**src/rtl/rftpu_result_drain.sv**
```systemverilog
// Result drain: buffers systolic-array result vectors and serializes them lane by lane.
// Optional RESULT_CHECKSUM_EN adds a running sum of every transferred beat.
`timescale 1ns/1ps
module rftpu_result_drain #(
  parameter int ARRAY_DIM  = 16,
  parameter int ACC_WIDTH  = 32,
  parameter int FIFO_DEPTH = 4
) (
  input  logic                           clk,
  input  logic                           rst,
  input  logic                           start,
  input  logic [15:0]                    expected_vectors,
  input  logic                           result_valid,
  input  logic [ARRAY_DIM*ACC_WIDTH-1:0] result_data,
  output logic                           almost_full,
  output logic                           out_valid,
  input  logic                           out_ready,
  output logic [ACC_WIDTH-1:0]           out_data,
  output logic [$clog2(ARRAY_DIM)-1:0]   out_lane,
  output logic                           out_last,
  output logic [15:0]                    vec_count,
  output logic                           overflow,
  output logic                           done,
  output logic [ACC_WIDTH-1:0]           checksum
);

  // state  | meaning
  // S_IDLE | after reset, results ignored
  // S_RUN  | capturing and draining vectors
  // S_DONE | expected count drained, extra results flag overflow
  typedef enum logic [1:0] {S_IDLE, S_RUN, S_DONE} state_t;

  localparam int LANE_W = $clog2(ARRAY_DIM);
  localparam int PTR_W  = $clog2(FIFO_DEPTH);
  localparam int CNT_W  = PTR_W + 1;
  localparam int VEC_W  = ARRAY_DIM * ACC_WIDTH;

  state_t             state_q, state_d;
  logic [VEC_W-1:0]   mem_q [FIFO_DEPTH];
  logic [PTR_W-1:0]   wr_ptr_q, rd_ptr_q;
  logic [CNT_W-1:0]   count_q, count_d;
  logic [LANE_W-1:0]  lane_q, lane_d;
  logic [15:0]        vec_count_q, vec_count_d, vec_count_inc, exp_q;
  logic               ovf_q, ovf_d, done_q, done_d, af_q;
  logic               fifo_full, last_lane, beat, pop, push, drop;
  logic [VEC_W-1:0]   head;

  assign head          = mem_q[rd_ptr_q];
  assign fifo_full     = (count_q == CNT_W'(FIFO_DEPTH));
  assign last_lane     = (lane_q == LANE_W'(ARRAY_DIM - 1));
  assign beat          = out_valid && out_ready;
  assign pop           = beat && last_lane;
  assign vec_count_inc = (vec_count_q == 16'hFFFF) ? vec_count_q : vec_count_q + 16'd1;

  // start discards any result arriving in the same cycle
  assign push = !start && result_valid && (state_q == S_RUN) && (!fifo_full || pop);
  assign drop = !start && result_valid &&
                (((state_q == S_RUN) && fifo_full && !pop) || (state_q == S_DONE));

  always_ff @(posedge clk) begin
    if (rst) state_q <= S_IDLE;
    else     state_q <= state_d;
  end

  always_comb begin
    state_d = state_q;
    done_d  = 1'b0;
    if (start) begin
      state_d = (expected_vectors == 16'd0) ? S_DONE : S_RUN;
      done_d  = (expected_vectors == 16'd0);
    end else begin
      case (state_q)
        S_RUN: begin
          if (pop && (vec_count_inc == exp_q)) begin
            state_d = S_DONE;
            done_d  = 1'b1;
          end
        end
        default: state_d = state_q;
      endcase
    end
  end

  always_comb begin
    out_valid = (state_q == S_RUN) && (count_q != '0);
    out_lane  = lane_q;
    out_last  = out_valid && last_lane;
    out_data  = out_valid ? head[int'(lane_q)*ACC_WIDTH +: ACC_WIDTH] : '0;
  end

  always_comb begin
    if (start) begin
      count_d     = '0;
      lane_d      = '0;
      vec_count_d = '0;
      ovf_d       = 1'b0;
    end else begin
      count_d     = count_q + CNT_W'(push) - CNT_W'(pop);
      lane_d      = beat ? (last_lane ? '0 : lane_q + LANE_W'(1)) : lane_q;
      vec_count_d = pop ? vec_count_inc : vec_count_q;
      ovf_d       = ovf_q | drop;
    end
  end

  always_ff @(posedge clk) begin
    if (rst) begin
      wr_ptr_q    <= '0;
      rd_ptr_q    <= '0;
      count_q     <= '0;
      lane_q      <= '0;
      vec_count_q <= '0;
      exp_q       <= '0;
      ovf_q       <= 1'b0;
      done_q      <= 1'b0;
      af_q        <= 1'b0;
    end else begin
      count_q     <= count_d;
      lane_q      <= lane_d;
      vec_count_q <= vec_count_d;
      ovf_q       <= ovf_d;
      done_q      <= done_d;
      af_q        <= (count_d >= CNT_W'(FIFO_DEPTH - 1));
      if (start) begin
        exp_q    <= expected_vectors;
        wr_ptr_q <= '0;
        rd_ptr_q <= '0;
      end else begin
        if (push) wr_ptr_q <= wr_ptr_q + PTR_W'(1);
        if (pop)  rd_ptr_q <= rd_ptr_q + PTR_W'(1);
      end
    end
  end

  // storage needs no reset: occupancy gates every read
  always_ff @(posedge clk) begin
    if (push) mem_q[wr_ptr_q] <= result_data;
  end

`ifdef RESULT_CHECKSUM_EN
  logic [ACC_WIDTH-1:0] csum_q;
  always_ff @(posedge clk) begin
    if (rst || start) csum_q <= '0;
    else if (beat)    csum_q <= csum_q + out_data;
  end
  assign checksum = csum_q;
`else
  assign checksum = '0;
`endif

  assign almost_full = af_q;
  assign vec_count   = vec_count_q;
  assign overflow    = ovf_q;
  assign done        = done_q;

endmodule

```
**config.mk**
```make
export PLATFORM = sky130hd
export DESIGN_NAME = rftpu_result_drain
export DESIGN_NICKNAME = d
export VERILOG_FILES = /design/src/rtl/rftpu_result_drain.sv
export SDC_FILE = /design/constraint.sdc
export NUM_CORES = 2
export LEC_CHECK = 0
export CORE_AREA = 2 2 401 403
export DETAILED_ROUTE_END_ITERATION = 10
export DIE_AREA = 0 0 403 405
export PLACE_DENSITY = 0.78
export SLEW_MARGIN = 5
export SYNTH_ARGS = -nofsm -noshare
export SYNTH_HDL_FRONTEND = slang
export SYNTH_SLANG_ARGS = --single-unit
```
**constraint.sdc**
```tcl
create_clock -name clk -period 46.1 [get_ports clk]
set_clock_uncertainty 0.2 [all_clocks]
set_input_delay 9.22 -clock clk [delete_from_list [all_inputs] [get_ports clk]]
set_output_delay 9.22 -clock clk [all_outputs]
set_load 0.005 [all_outputs]
```
-- Word level (Yosys, flattened, before mapping)
Memories as Yosys holds them, arrays and structs flattened. A register that Yosys moved wholly into a read port is not among the register bits.
Cells that the tools add are included.
- bits of input ports: 533
- latch bits: 0
- memory bits (writable): 2048
- memories kept: 1
- flip-flop bits (word level): 48
- ROM bits: 0
- shifts and indexed selects: 1
- $mul: 0
- add/sub/neg operators: 6
- equal/unequal tests: 6
- bitwise operators: 1
- reductions and logical operators: 22
- magnitude comparators: 1
- mux-type cells: 15
- div/mod/pow operators: 0
- memories (name ; words ; width ; read ports ; clocked after Yosys merged registers in ; write ports ; line ; RTL):
    mem_q ; 4 ; 512 ; 1 ; 1 ; 1 ; 39 ; logic [VEC_W-1:0] mem_q [FIFO_DEPTH];
- operators by type and width (cell ; count):
    $shiftx A512 B10 Y32 ; 1
    $mux W32 ; 1
    $add A16 B1 Y16 const B ; 1
    $eq A16 B16 Y1 ; 1
    $eq A16 B16 Y1 const B ; 1
    $logic_not A16 Y1 ; 1
    $mux W16 ; 1
    $mux W2 ; 6
    $logic_and A1 B1 Y1 ; 11
    $mux W1 ; 5
    $add A2 B1 Y2 const B ; 2
    $add A4 B1 Y4 const B ; 1
    $eq A4 B4 Y1 const B ; 1
    $mux W4 ; 1
    $reduce_bool A2 Y1 ; 2
    $add A3 B1 Y3 ; 1
    $eq A3 B3 Y1 const B ; 1
    $ge A3 B2 Y1 const B ; 1
    $logic_not A1 Y1 ; 3
    $mux W3 ; 1
    $reduce_bool A3 Y1 ; 1
    $sub A3 B1 Y3 ; 1
    $eq A2 B1 Y1 const B ; 1
    $eq A2 B2 Y1 const B ; 1
    other kinds (4) ; 5

-- Logic depth before layout (Yosys ltp)
- depth after elaboration: 10
- mapped depth: 17
- gate-level depth less buffers: 16

-- Least setup slack after synthesis
Ideal clock, no wire load.
- kind: input port to flip-flop
- from: input out_ready
- to: memory mem_q[0][0] (netlist name), enable pin
- arrival time: 21.448 ns
- path buffers: 1
- cell stages on the path: 5
- path slack: 23.509 ns
- setup time: 0.943 ns
- cell sequence: nand2_1 -> nand3_1 -> and4_1 -> clkbuf_1 -> and2_1
- longest elaborated chain between the ends: 6
- RTL lines (element ; line ; RTL):
    start: declaration ; 17 ; input logic out_ready,
    $logic_and A1 B1 Y1 ; 51 ; assign beat = out_valid && out_ready;
    $logic_and A1 B1 Y1 ; 52 ; assign pop = beat && last_lane;
    $logic_or A1 B1 Y1 ; 56 ; assign push = !start && result_valid && (state_q == S_RUN) && (!fifo_full || pop);
    $logic_and A1 B1 Y1 ; 56 ;
    $mux W1 ; 136 ; if (push) mem_q[wr_ptr_q] <= result_data;
    $mux W1 (implied by the code) ; 136 ;
    end: declaration ; 39 ;
No other way between the ends.

==> impl_metrics.json <==
{
  "status": "finished clean",
  "vias": 37696,
  "cts_setup_buffers": 0,
  "vdd_drop_max_uv": 37.1,
  "final.min_clock_period_ns": 16.11,
  "slew_viol_final": 0,
  "route.detailed.drc": 0,
  "path_cells": "buf_4, buf_12, buf_4, mux4_2, mux4_2, mux4_2, and2_1, clkdlybuf4s50_1",
  "fp.dieArea_mm2": 0.163,
  "tns_ns": 0,
  "grt_usage_pct": 23.2,
  "post-place-ws_ns": 30.84,
  "drt-pass1-iter-count": 5,
  "clock.fmax_mhz": 62.1,
  "syn_area_mm2": 0.0805,
  "dpl_cell_area_mm2": 0.0886,
  "worstSetupEndpointType": "output port",
  "ctsHtreeMaxLevel": 4,
  "final_core_util_pct": 59.9,
  "cts_buffers": 205,
  "cts_tree": "built",
  "antenna_found_initial": 117,
  "gp_congestion": 0.846,
  "cp_max_fo": 140,
  "r2r_slack_ns": 39.01,
  "min_from": "overflow$_SDFF_PP0_",
  "gr-total-overflow": 0,
  "ios": 622,
  "clock_sink_count": 2098,
  "yosysSeqAreaShare_pct": 77.7,
  "path_class": "reg2out",
  "arrival_ns": 6.69,
  "cp_slowest_stage_delay_ns": 1.00,
  "clockPowerShare_pct": 42.5,
  "worst_pin_slew_ns": 1.15,
  "syn_to_final_growth_pct": 18.5,
  "grt_max_degree": 143,
  "nNetsFinal": 4480,
  "clk_latency_ns": 0.86,
  "hold_violations": 0,
  "drive_gt1_share_pct": 24.8,
  "cap_violations": 0,
  "whs_ns": 0.303,
  "wire_per_inst_um": 30.2,
  "yosysTopAreaCellShare_pct": 76.4,
  "synthArstFlopShare_pct": 0,
  "viasPerCell": 6.05,
  "final_area_mm2": 0.0953,
  "synth_edf_count": 2048,
  "slew_headroom_pct": 23.4,
  "fillers": 10764,
  "p_switching_uw": 757,
  "power.density_mw_per_mm2": 40.2,
  "cts-root-buf": "clkbuf_16",
  "yosys_warnings": 0,
  "clk_pin_slew_ns": 0.06,
  "startpoint_type": "flop",
  "setup_violations": 0,
  "clockBufferDepth": 3,
  "die_x_um": 403,
  "grt_pass1_wl_um": 270000,
  "port_buffers": 589,
  "yosysMostFrequentCell": "edfxtp_1",
  "rows": 147,
  "r2r-start": "out_lane[1]$_SDFFE_PP0P_",
  "cts.hold.buffers_added": 0,
  "cts_resized": 0,
  "initial_core_util_pct": 50.5,
  "internal_power_mw": 3.08,
  "p_seq_share_pct": 55.0,
  "synthCells": 3262,
  "dr.first_iter.drc_count": 3860,
  "cp_common_cell": "mux4_2",
  "synth_top_area_cell": "edfxtp_1",
  "ys.flop_type": "edfxtp_1",
  "drtAntennaViolNets": 0,
  "wl_um": 188000,
  "setup_ws_ns": 29.99,
  "synth_commonest_cells": "edfxtp_1, mux4_2, clkbuf_1",
  "synthTopCellsByArea": "edfxtp_1, mux4_2, dfxtp_1, clkbuf_1, buf_2",
  "p_leak_nw": 28.7,
  "p_sw_share_pct": 19.7,
  "combPwrFrac_pct": 2.6,
  "cp.required_ns": 36.68,
  "hpwl_um": 116000,
  "ys_seq_elements": 2098,
  "grt_pass1_vias": 38278,
  "slowest_stage": "dfxtp_4",
  "die_h_um": 405,
  "period_share_pct": 34.9,
  "yosysUniqueCellTypes": 47,
  "coreArea_mm2": 0.159,
  "hold_class": "reg2reg",
  "rsz0062_at_grt": "no",
  "syn_avg_cell_area_um2": 24.7
}
## layer usage
metal,track usage [%],wire (um)
met1,32.3,74200
met2,35.8,91200
met3,6.69,17200
met4,7.35,4760
met5,0,672
## critical path, delay by kind of cell (launching register included)
kind,cells,cell delay [ns]
and+or+nand+nor,1,0.19
muxes,3,1.47
DFF,1,1.00
buffers and inverters,4,2.82
## cell families after synthesis
group,after synthesis,synth area share [%]
DFF,2098,77.7
muxes,696,19.1
buffers and inverters,216,1.29
and+or+nand+nor,160,1.05
AOI/OAI and AO/OA,49,0.386
xor gates and xnor gates,33,0.359
adders and majority gates,9,0.149
other,1,0.00466
## sequential cells by signal (all words and copies together) (netlist names), named ones only
register     flops
mem_q         2048
exp_q           16
vec_count       16
out_lane         4
count_q          3
rd_ptr_q         2
state_q          2
wr_ptr_q         2
almost_full      1
done             1
overflow         1
## final cells by class
type	instances	area [um2]	area share, %
timing repair buffer	643	6380	6.69
inverter	11	41.3	0.0433
clock inverter	128	1300	1.36
tap	2086	2610	2.74
clock buffer	243	5290	5.55
antenna	45	113	0.118
sequential	2098	62500	65.6
multi-input combinational	979	17100	17.9
## layout by cell type (no fill, tap or decap), types with 11 or more instances in the layout
master,n
o21ai_0,14
clkinv_2,35
edfxtp_1,2048
clkbuf_1,37
dfxtp_1,44
and2_1,33
clkinv_1,56
mux2i_1,24
clkbuf_16,206
conb_1,32
clkdlybuf4s50_1,589
nand4_1,11
nand2_1,21
a21oi_1,17
xor2_1,14
diode_2,45
bufinv_16,17
nand3_1,12
nor2_1,40
mux4_2,672
xnor2_1,19
buf_4,48
## per-stage QoR
step | cells | power (mW)
finish | 6233 | 3.84
global route | 6213 | 3.94
CTS | 6188 | 3.87
detailed placement | 5817 | 2.25
global placement | 5817 | 2.24
floorplan | 3293 | 2.18
## power groups by stage
stage / Combinational [mW] / Sequential (mW) / Clock (mW)
floorplan: 0.0247 / 2.16 / 0
global placement: 0.0943 / 2.15 / 0
detailed placement: 0.0980 / 2.15 / 0
CTS: 0.0989 / 2.11 / 1.66
global route: 0.105 / 2.11 / 1.73
finish: 0.0987 / 2.11 / 1.63
## final timing paths
| check | to | depth (start not counted) |
|---|---|---|
| setup / recovery | out_data[8] | 8 |
| hold / removal | overflow$_SDFF_PP0_ | 2 |
| setup reg to reg | mem_q[1][206]$_DFFE_PP_ | 11 |
| hold reg to reg | overflow$_SDFF_PP0_ | 2 |
Power figures use the tool's default switching activity.
